## src/rtl/ir_pkg.sv

```systemverilog
// ir_pkg: shared NEC IR constants, state encoding, default widths and mark-state helper
package ir_pkg;
  localparam int CNT_W_DEF = 18;
  localparam int CAR_W_DEF = 12;
  localparam int NEC_BITS = 32;
  localparam logic [2:0] IDLE = 3'd0;
  localparam logic [2:0] LEAD_M = 3'd1;
  localparam logic [2:0] LEAD_S = 3'd2;
  localparam logic [2:0] BIT_M = 3'd3;
  localparam logic [2:0] BIT_S = 3'd4;
  localparam logic [2:0] STOP_M = 3'd5;
  localparam logic [2:0] DONE = 3'd6;
  function automatic logic is_mark(input logic [2:0] s);
    return s == LEAD_M || s == BIT_M || s == STOP_M;
  endfunction
endpackage

```

## src/rtl/ir_tx_if.sv

```systemverilog
// ir_tx_if: tx handshake bundle (start/repeat/data/int_clr in, busy/int out); master drives, slave is ir_tx
interface ir_tx_if;
  logic tx_start;
  logic tx_repeat;
  logic [31:0] tx_data;
  logic tx_int_clr;
  logic tx_busy;
  logic tx_int;
  modport master(output tx_start, tx_repeat, tx_data, tx_int_clr, input tx_busy, tx_int);
  modport slave(input tx_start, tx_repeat, tx_data, tx_int_clr, output tx_busy, tx_int);
endinterface

```

## src/rtl/ir_carrier_gen.sv

```systemverilog
// ir_carrier_gen: carrier counter 0..period restarting high on restart; ports clk, rstn, restart, period, high, car
module ir_carrier_gen import ir_pkg::*; #(
  parameter int CAR_W = CAR_W_DEF
) (
  input  logic             clk,
  input  logic             rstn,
  input  logic             restart,
  input  logic [CAR_W-1:0] period,
  input  logic [CAR_W-1:0] high,
  output logic             car
);
  logic [CAR_W-1:0] car_cnt;
  always_ff @(posedge clk or negedge rstn)
    if (!rstn) car_cnt <= '0;
    else car_cnt <= restart || car_cnt >= period ? '0 : car_cnt + CAR_W'(1);
  assign car = car_cnt < high;
endmodule

```

## src/rtl/ir_tx.sv

```systemverilog
// ir_tx: NEC IR frame transmitter; ports clk, rstn, bus (start/repeat/data/int_clr/busy/int), rf_* timing/carrier config, sout
module ir_tx import ir_pkg::*; #(
  parameter int CNT_W = CNT_W_DEF,
  parameter int CAR_W = CAR_W_DEF
) (
  input  logic             clk,
  input  logic             rstn,
  ir_tx_if.slave           bus,
  input  logic             rf_ir_phase,
  input  logic             rf_carr_en,
  input  logic [CAR_W-1:0] rf_carr_period,
  input  logic [CAR_W-1:0] rf_carr_high,
  input  logic [CNT_W-1:0] rf_9ms_cnt,
  input  logic [CNT_W-1:0] rf_4p5_cnt,
  input  logic [CNT_W-1:0] rf_2p25_cnt,
  input  logic [CNT_W-1:0] rf_0p56_cnt,
  input  logic [CNT_W-1:0] rf_1p69_cnt,
  output logic             sout
);
  logic [2:0] state, state_nxt;
  logic [CNT_W-1:0] dur_cnt, tgt_raw, tgt;
  logic [31:0] shift;
  logic [5:0] bit_cnt;
  logic rep, ph_end, car, mod;
  always_comb begin
    tgt_raw = state == LEAD_M ? rf_9ms_cnt :
              state == LEAD_S ? (rep ? rf_2p25_cnt : rf_4p5_cnt) :
              state == BIT_S && shift[0] ? rf_1p69_cnt : rf_0p56_cnt;
    tgt = tgt_raw == '0 ? CNT_W'(1) : tgt_raw;
    ph_end = dur_cnt == tgt - CNT_W'(1);
    state_nxt = state == IDLE ? (bus.tx_start ? LEAD_M : IDLE) :
                state == DONE ? IDLE :
                !ph_end ? state :
                state == LEAD_M ? LEAD_S :
                state == LEAD_S ? (rep ? STOP_M : BIT_M) :
                state == BIT_M ? BIT_S :
                state == BIT_S ? (bit_cnt == 6'(NEC_BITS - 1) ? STOP_M : BIT_M) :
                state == STOP_M ? DONE : IDLE;
    mod = is_mark(state) & (rf_carr_en ? car : 1'b1);
  end
  ir_carrier_gen #(.CAR_W(CAR_W)) u_car (
    .clk(clk),
    .rstn(rstn),
    .restart(is_mark(state_nxt) && state_nxt != state),
    .period(rf_carr_period),
    .high(rf_carr_high),
    .car(car)
  );
  always_ff @(posedge clk or negedge rstn)
    if (!rstn) begin
      state <= IDLE;
      dur_cnt <= '0;
      shift <= '0;
      bit_cnt <= '0;
      rep <= 1'b0;
      sout <= 1'b0;
      bus.tx_busy <= 1'b0;
      bus.tx_int <= 1'b0;
    end else begin
      state <= state_nxt;
      bus.tx_busy <= state_nxt != IDLE;
      dur_cnt <= state_nxt != state ? '0 : &dur_cnt ? dur_cnt : dur_cnt + CNT_W'(1);
      if (state == IDLE && bus.tx_start) begin
        shift <= bus.tx_data;
        rep <= bus.tx_repeat;
        bit_cnt <= '0;
      end else if (state == BIT_S && ph_end) begin
        shift <= shift >> 1;
        bit_cnt <= bit_cnt + 6'd1;
      end
      sout <= rf_ir_phase ? ~mod : mod;
      bus.tx_int <= state == DONE || (bus.tx_int && !bus.tx_int_clr);
    end
endmodule
```

## src/flat_wrapper.sv

```systemverilog
// flat-port wrapper written by rule: the top's interface ports become plain ports
module ir_tx_flat import ir_pkg::*;
#(
  parameter int CNT_W = CNT_W_DEF,
  parameter int CAR_W = CAR_W_DEF
)
  (clk, rstn, rf_ir_phase, rf_carr_en, rf_carr_period, rf_carr_high, rf_9ms_cnt, rf_4p5_cnt, rf_2p25_cnt, rf_0p56_cnt, rf_1p69_cnt, sout, bus_tx_start, bus_tx_repeat, bus_tx_data, bus_tx_int_clr, bus_tx_busy, bus_tx_int);
  ir_tx_if bus_i ();
  input  logic clk;
  input  logic rstn;
  input  logic rf_ir_phase;
  input  logic rf_carr_en;
  input  logic [CAR_W-1:0] rf_carr_period;
  input  logic [CAR_W-1:0] rf_carr_high;
  input  logic [CNT_W-1:0] rf_9ms_cnt;
  input  logic [CNT_W-1:0] rf_4p5_cnt;
  input  logic [CNT_W-1:0] rf_2p25_cnt;
  input  logic [CNT_W-1:0] rf_0p56_cnt;
  input  logic [CNT_W-1:0] rf_1p69_cnt;
  output logic sout;
  input wire logic [$bits(bus_i.tx_start)-1:0] bus_tx_start;
  input wire logic [$bits(bus_i.tx_repeat)-1:0] bus_tx_repeat;
  input wire logic [$bits(bus_i.tx_data)-1:0] bus_tx_data;
  input wire logic [$bits(bus_i.tx_int_clr)-1:0] bus_tx_int_clr;
  output wire logic [$bits(bus_i.tx_busy)-1:0] bus_tx_busy;
  output wire logic [$bits(bus_i.tx_int)-1:0] bus_tx_int;
  assign bus_i.tx_start = bus_tx_start;
  assign bus_i.tx_repeat = bus_tx_repeat;
  assign bus_i.tx_data = bus_tx_data;
  assign bus_i.tx_int_clr = bus_tx_int_clr;
  assign bus_tx_busy = bus_i.tx_busy;
  assign bus_tx_int = bus_i.tx_int;
  ir_tx #(.CNT_W(CNT_W), .CAR_W(CAR_W)) u_core (.clk(clk), .rstn(rstn), .bus(bus_i), .rf_ir_phase(rf_ir_phase), .rf_carr_en(rf_carr_en), .rf_carr_period(rf_carr_period), .rf_carr_high(rf_carr_high), .rf_9ms_cnt(rf_9ms_cnt), .rf_4p5_cnt(rf_4p5_cnt), .rf_2p25_cnt(rf_2p25_cnt), .rf_0p56_cnt(rf_0p56_cnt), .rf_1p69_cnt(rf_1p69_cnt), .sout(sout));
endmodule
```

## config.mk

```make
export PLATFORM = sky130hd
export DESIGN_NAME = ir_tx_flat
export DESIGN_NICKNAME = d
export VERILOG_FILES = /design/src/rtl/ir_pkg.sv /design/src/rtl/ir_tx_if.sv /design/src/rtl/ir_carrier_gen.sv /design/src/rtl/ir_tx.sv /design/src/flat_wrapper.sv
export SDC_FILE = /design/constraint.sdc
export NUM_CORES = 1
export LEC_CHECK = 0
export BUFFER_PORTS_ARGS = -buffer_cell sky130_fd_sc_hd__buf_2
export CAP_MARGIN = 5
export CORE_UTILIZATION = 43
export CTS_CLUSTER_SIZE = 16
export DETAILED_ROUTE_END_ITERATION = 12
export PLACE_DENSITY = 0.68
export SYNTH_ARGS = -nofsm -noshare
export SYNTH_HDL_FRONTEND = slang
export SYNTH_SLANG_ARGS = --single-unit
```

## constraint.sdc

```tcl
create_clock -name clk -period 11.5 [get_ports clk]
set_input_delay 1.725 -clock clk [delete_from_list [all_inputs] [get_ports clk]]
set_output_delay 1.725 -clock clk [all_outputs]
set_load 0.005 [all_outputs]
```

==> metrics.md <==
| Metric | Value |
|---|---|
| Placed Area | 7070 um^2 |
| Max-slew violation count | 0 |
| Die span in x | 122 um |
| Final global-route overflow total | 0 |
| Hold Buf Count CTS | 0 |
| Worst slew margin | 0.306 |
| N_diodes | 0 |
| Num CTS Buffers | 9 |
| Starting Density | 0.445 |
| Vias post-DR | 6295 |
| RSZ-0062 raised after global routing | no |
| Post-synthesis area per instance | 8.25 um^2 |
| Fin crit period | 7.07 ns |
| Fmax | 141 MHz |
| Drt total wl | 18100 um |
| Global-route wire length before repair | 29500 um |
| Cell family with most CP delay | simple AND/OR/NAND/NOR gates |
| Layout cells sized above 1 | 0.227 |
| CTS Sinks | 75 |
| Cell Rows | 43 |
| Core region area | 14000 um^2 |
| R2r startpoint | u_core.state[1] |
| Area leader, netlist | dfrtp_1 |
| R2R Setup Slk | 4.54 ns |
| Total of max-cap violations | 0 |
| Synthesized area | 6230 um^2 |
| Die ar. | 15000 um^2 |
| Ys async rst share | 1.00 |
| CP startpoint kind | primary input |
| Clk slew on worst S/H paths | 0.06 ns |
| CP Max Fanout | 40 |
| Syn_nets | 935 |
| DRT Pass-1 Iters | 5 |
| Top cells by count, synth | dfrtp_1 (75), nor2_1 (62), inv_1 (45) |
| Clk pwr share | 0.294 |
| Overall Power | 0.000990 W |
| Crit path buffers/inverters | 1 |
| FF+latch area | 1880 um^2 |
| Synth Warn # | 0 |
| Critical Path RT | 11.67 ns |
| Slowest cell on crit path | nand3_2 |
| DRC viols | 0 |
| DRT antenna net count | 0 |
| Reg power frac | 0.393 |
| # nets final | 1057 |
| Synth area leaders | dfrtp_1 (30%), ha_1 (5.4%), o31ai_1 (4.2%), mux2i_1 (4.0%), nand4_1 (4.0%) |
| Most instantiated library cell after synthesis | dfrtp_1 |
| Sequential-to-total area share from yosys stat | 0.301 |
| Sw Pwr | 0.000332 W |
| Power per cell area | 134 nW/um^2 |
| Port bufs | 155 |
| Tcrit/Tclk final | 0.615 |
| Actual slew at the worst max-slew pin | 1.04 ns |
| Final hold violations | 0 |
| Setup tns final | 0 ns |
| Fin area | 7380 um^2 |
| Setup Crit Path Kind | primary input to flip-flop |
| CTS root buf | clkbuf_16 |
| Via density | 5.93 |
| Cells after Synth | 755 |
| Max VDD drop | 0.0000752 V |
| R2r endpoint | u_core.dur_cnt[16] |
| WL/cell | 17.0 um |
| Number of synthesized flops with an enable pin | 0 |
| Initial antenna violation count | 0 |
| Worst-Skew Late Latency | 0.33 ns |
| CTS resizes | 0 |
| Nature of the critical path endpoint | flip-flop |
| Internal power | 0.000658 W |
| GRT Resource Usage Total | 0.248 |
| Vias in the first global route | 5943 |
| Num ports | 156 |
| Crit-path cells | buf_2, or3b_1, a31o_1, a221oi_1, nand3_1, or4_1, nor2_1, nor2_1, ha_1, nand3_1, or4_1, nand3_1, or4b_4, a2111oi_4, nand3_2, o21ai_2, a211oi_1 |
| Status | complete, no violations |
| Multi-input gate area | 3940 um^2 |
| Synth top area share | 0.301 |
| Unique masters post-synth | 63 |
| Sw Share | 0.335 |
| Filler instances | 1357 |
| TritonCTS clock tree | done |
| Detailed Place HPWL | 12900 um |
| Worst clock skew | 0.00737 ns |
| Initial DRC Count | 374 |
| Comb power frac | 0.313 |
| Leakage Power | 3.34 nW |
| Yosys reg bits | 75 |
| CP arrival | 7.24 ns |
| Worst reg2reg path depth | 17 |
| Final setup fails | 0 |
| Crit-path max cell delay | 0.71 ns |
| Largest net degree at the start of global routing | 76 |
| Area Growth Syn to Fin | 18.5% |
| Chip Height | 122 um |
| Gpl congestion | 0.949 |
| HP Class | flip-flop to flip-flop |
| Dominant synthesized flop cell | dfrtp_1 |
| Critical path's most frequent cell | nand3_1 |
| Hold EP | u_core.rep |
| Clk buf depth | 2 |
| Setup bufs post-CTS | 0 |
| Htree depth | 3 |
| HP Start | u_core.rep |
| Hold Path Stages | 2 |
## through the flow
step	worst slack, ns	util	instances	hold slack, ns
2_1_floorplan	5.39	-	755	0.483
3_3_place_gp	4.20	0.506	1046	0.461
5_1_grt	3.94	0.528	1062	0.552
4_1_cts	4.41	0.528	1062	0.491
3_5_place_dp	4.07	0.506	1046	0.478
6_report	4.43	0.528	1062	0.489
## metal layers
metal / GRT usage / wire length (um) / part of all wire / vias up
li1: - / - / - / 3085
met1: 0.330 / 8110 / 0.45 / 2943
met2: 0.408 / 8390 / 0.46 / 238
met3: 0.0428 / 1180 / 0.066 / 29
met4: 0.0800 / 367 / 0.020 / 0
met5: 0 / 0 / 0 / -
## layout make-up
| type | instances | area share |
|---|---|---|
| Clock buffer | 11 | 0.0342 |
| Tap cell | 180 | 0.0305 |
| Sequential cell | 75 | 0.254 |
| Clock inverter | 5 | 0.00813 |
| Multi-Input combinational cell | 579 | 0.533 |
| Timing Repair Buffer | 166 | 0.117 |
| Inverter | 46 | 0.0234 |
## cells in the final DEF, fill, tap and decap left out, drive strengths merged, types with 4 or more instances in the layout
master / netlist / final
nor3: 31 / 31
buf: 25 / 166
mux2i: 25 / 25
a2bb2oi: 9 / 9
o221ai: 8 / 8
dfrtp: 75 / 75
a221o: 7 / 7
xor2: 15 / 15
nor4: 5 / 5
inv: 46 / 47
ha: 27 / 27
o21ai: 24 / 24
o2bb2ai: 8 / 8
clkbuf: 30 / 11
xnor2: 27 / 27
a211oi: 9 / 9
a221oi: 4 / 4
a31oi: 35 / 35
nor2: 62 / 62
nand3: 29 / 29
and2: 4 / 4
nand2b: 12 / 12
nand2: 41 / 41
or4: 4 / 4
o31ai: 35 / 35
a21o: 14 / 14
a32oi: 9 / 9
a21oi: 26 / 26
nand3b: 10 / 10
and3: 15 / 15
or3: 4 / 4
nand4: 40 / 40
## power groups by stage
stage / clock network, W / registers, W / logic, W
4_1_cts: 0.000298 / 0.000386 / 0.000311
3_5_place_dp: 0 / 0.000390 / 0.000311
5_1_grt: 0.000309 / 0.000398 / 0.000351
6_report: 0.000291 / 0.000389 / 0.000309
3_3_place_gp: 0 / 0.000390 / 0.000303
2_1_floorplan: 0 / 0.000364 / 0.000236
## worst max path at each step
stage          slack (ns)     startpoint  depth (start not counted)                  to
2_1_floorplan        5.39  rf_9ms_cnt[2]                         18     u_core.shift[0]
3_3_place_gp         4.20  rf_9ms_cnt[2]                         17  u_core.dur_cnt[16]
3_5_place_dp         4.07  rf_9ms_cnt[2]                         17  u_core.dur_cnt[16]
4_1_cts              4.41  rf_9ms_cnt[2]                         17  u_core.dur_cnt[16]
5_1_grt              3.94  rf_9ms_cnt[2]                         17   u_core.dur_cnt[1]
6_report             4.43  rf_9ms_cnt[2]                         17  u_core.dur_cnt[16]
## worst min-delay path, delay by kind of cell, from the launching register on
family	cells	cell delay [ns]
simple gates	2	0.10
flops	1	0.35
## logic make-up after synthesis
kind of cell,count (synthesis),share of synthesized area
simple gates,275,0.231
compound gates,209,0.244
buf+inv,101,0.0683
flops,75,0.301
xor+xnor,42,0.0590
fa+ha+maj,27,0.0542
mux,26,0.0420
## state kept, by name (all words and copies together), names as in the netlist
| signal | flops |
|---|---|
| u_core.u_car.car_cnt | 12 |
| u_core.state | 3 |
| u_core.shift | 32 |
| u_core.rep | 1 |
| u_core.sout | 1 |
| u_core.dur_cnt | 18 |
| u_core.bus.tx_int | 1 |
| u_core.bit_cnt | 6 |
| u_core.bus.tx_busy | 1 |
(Power assumes the default switching activity.)
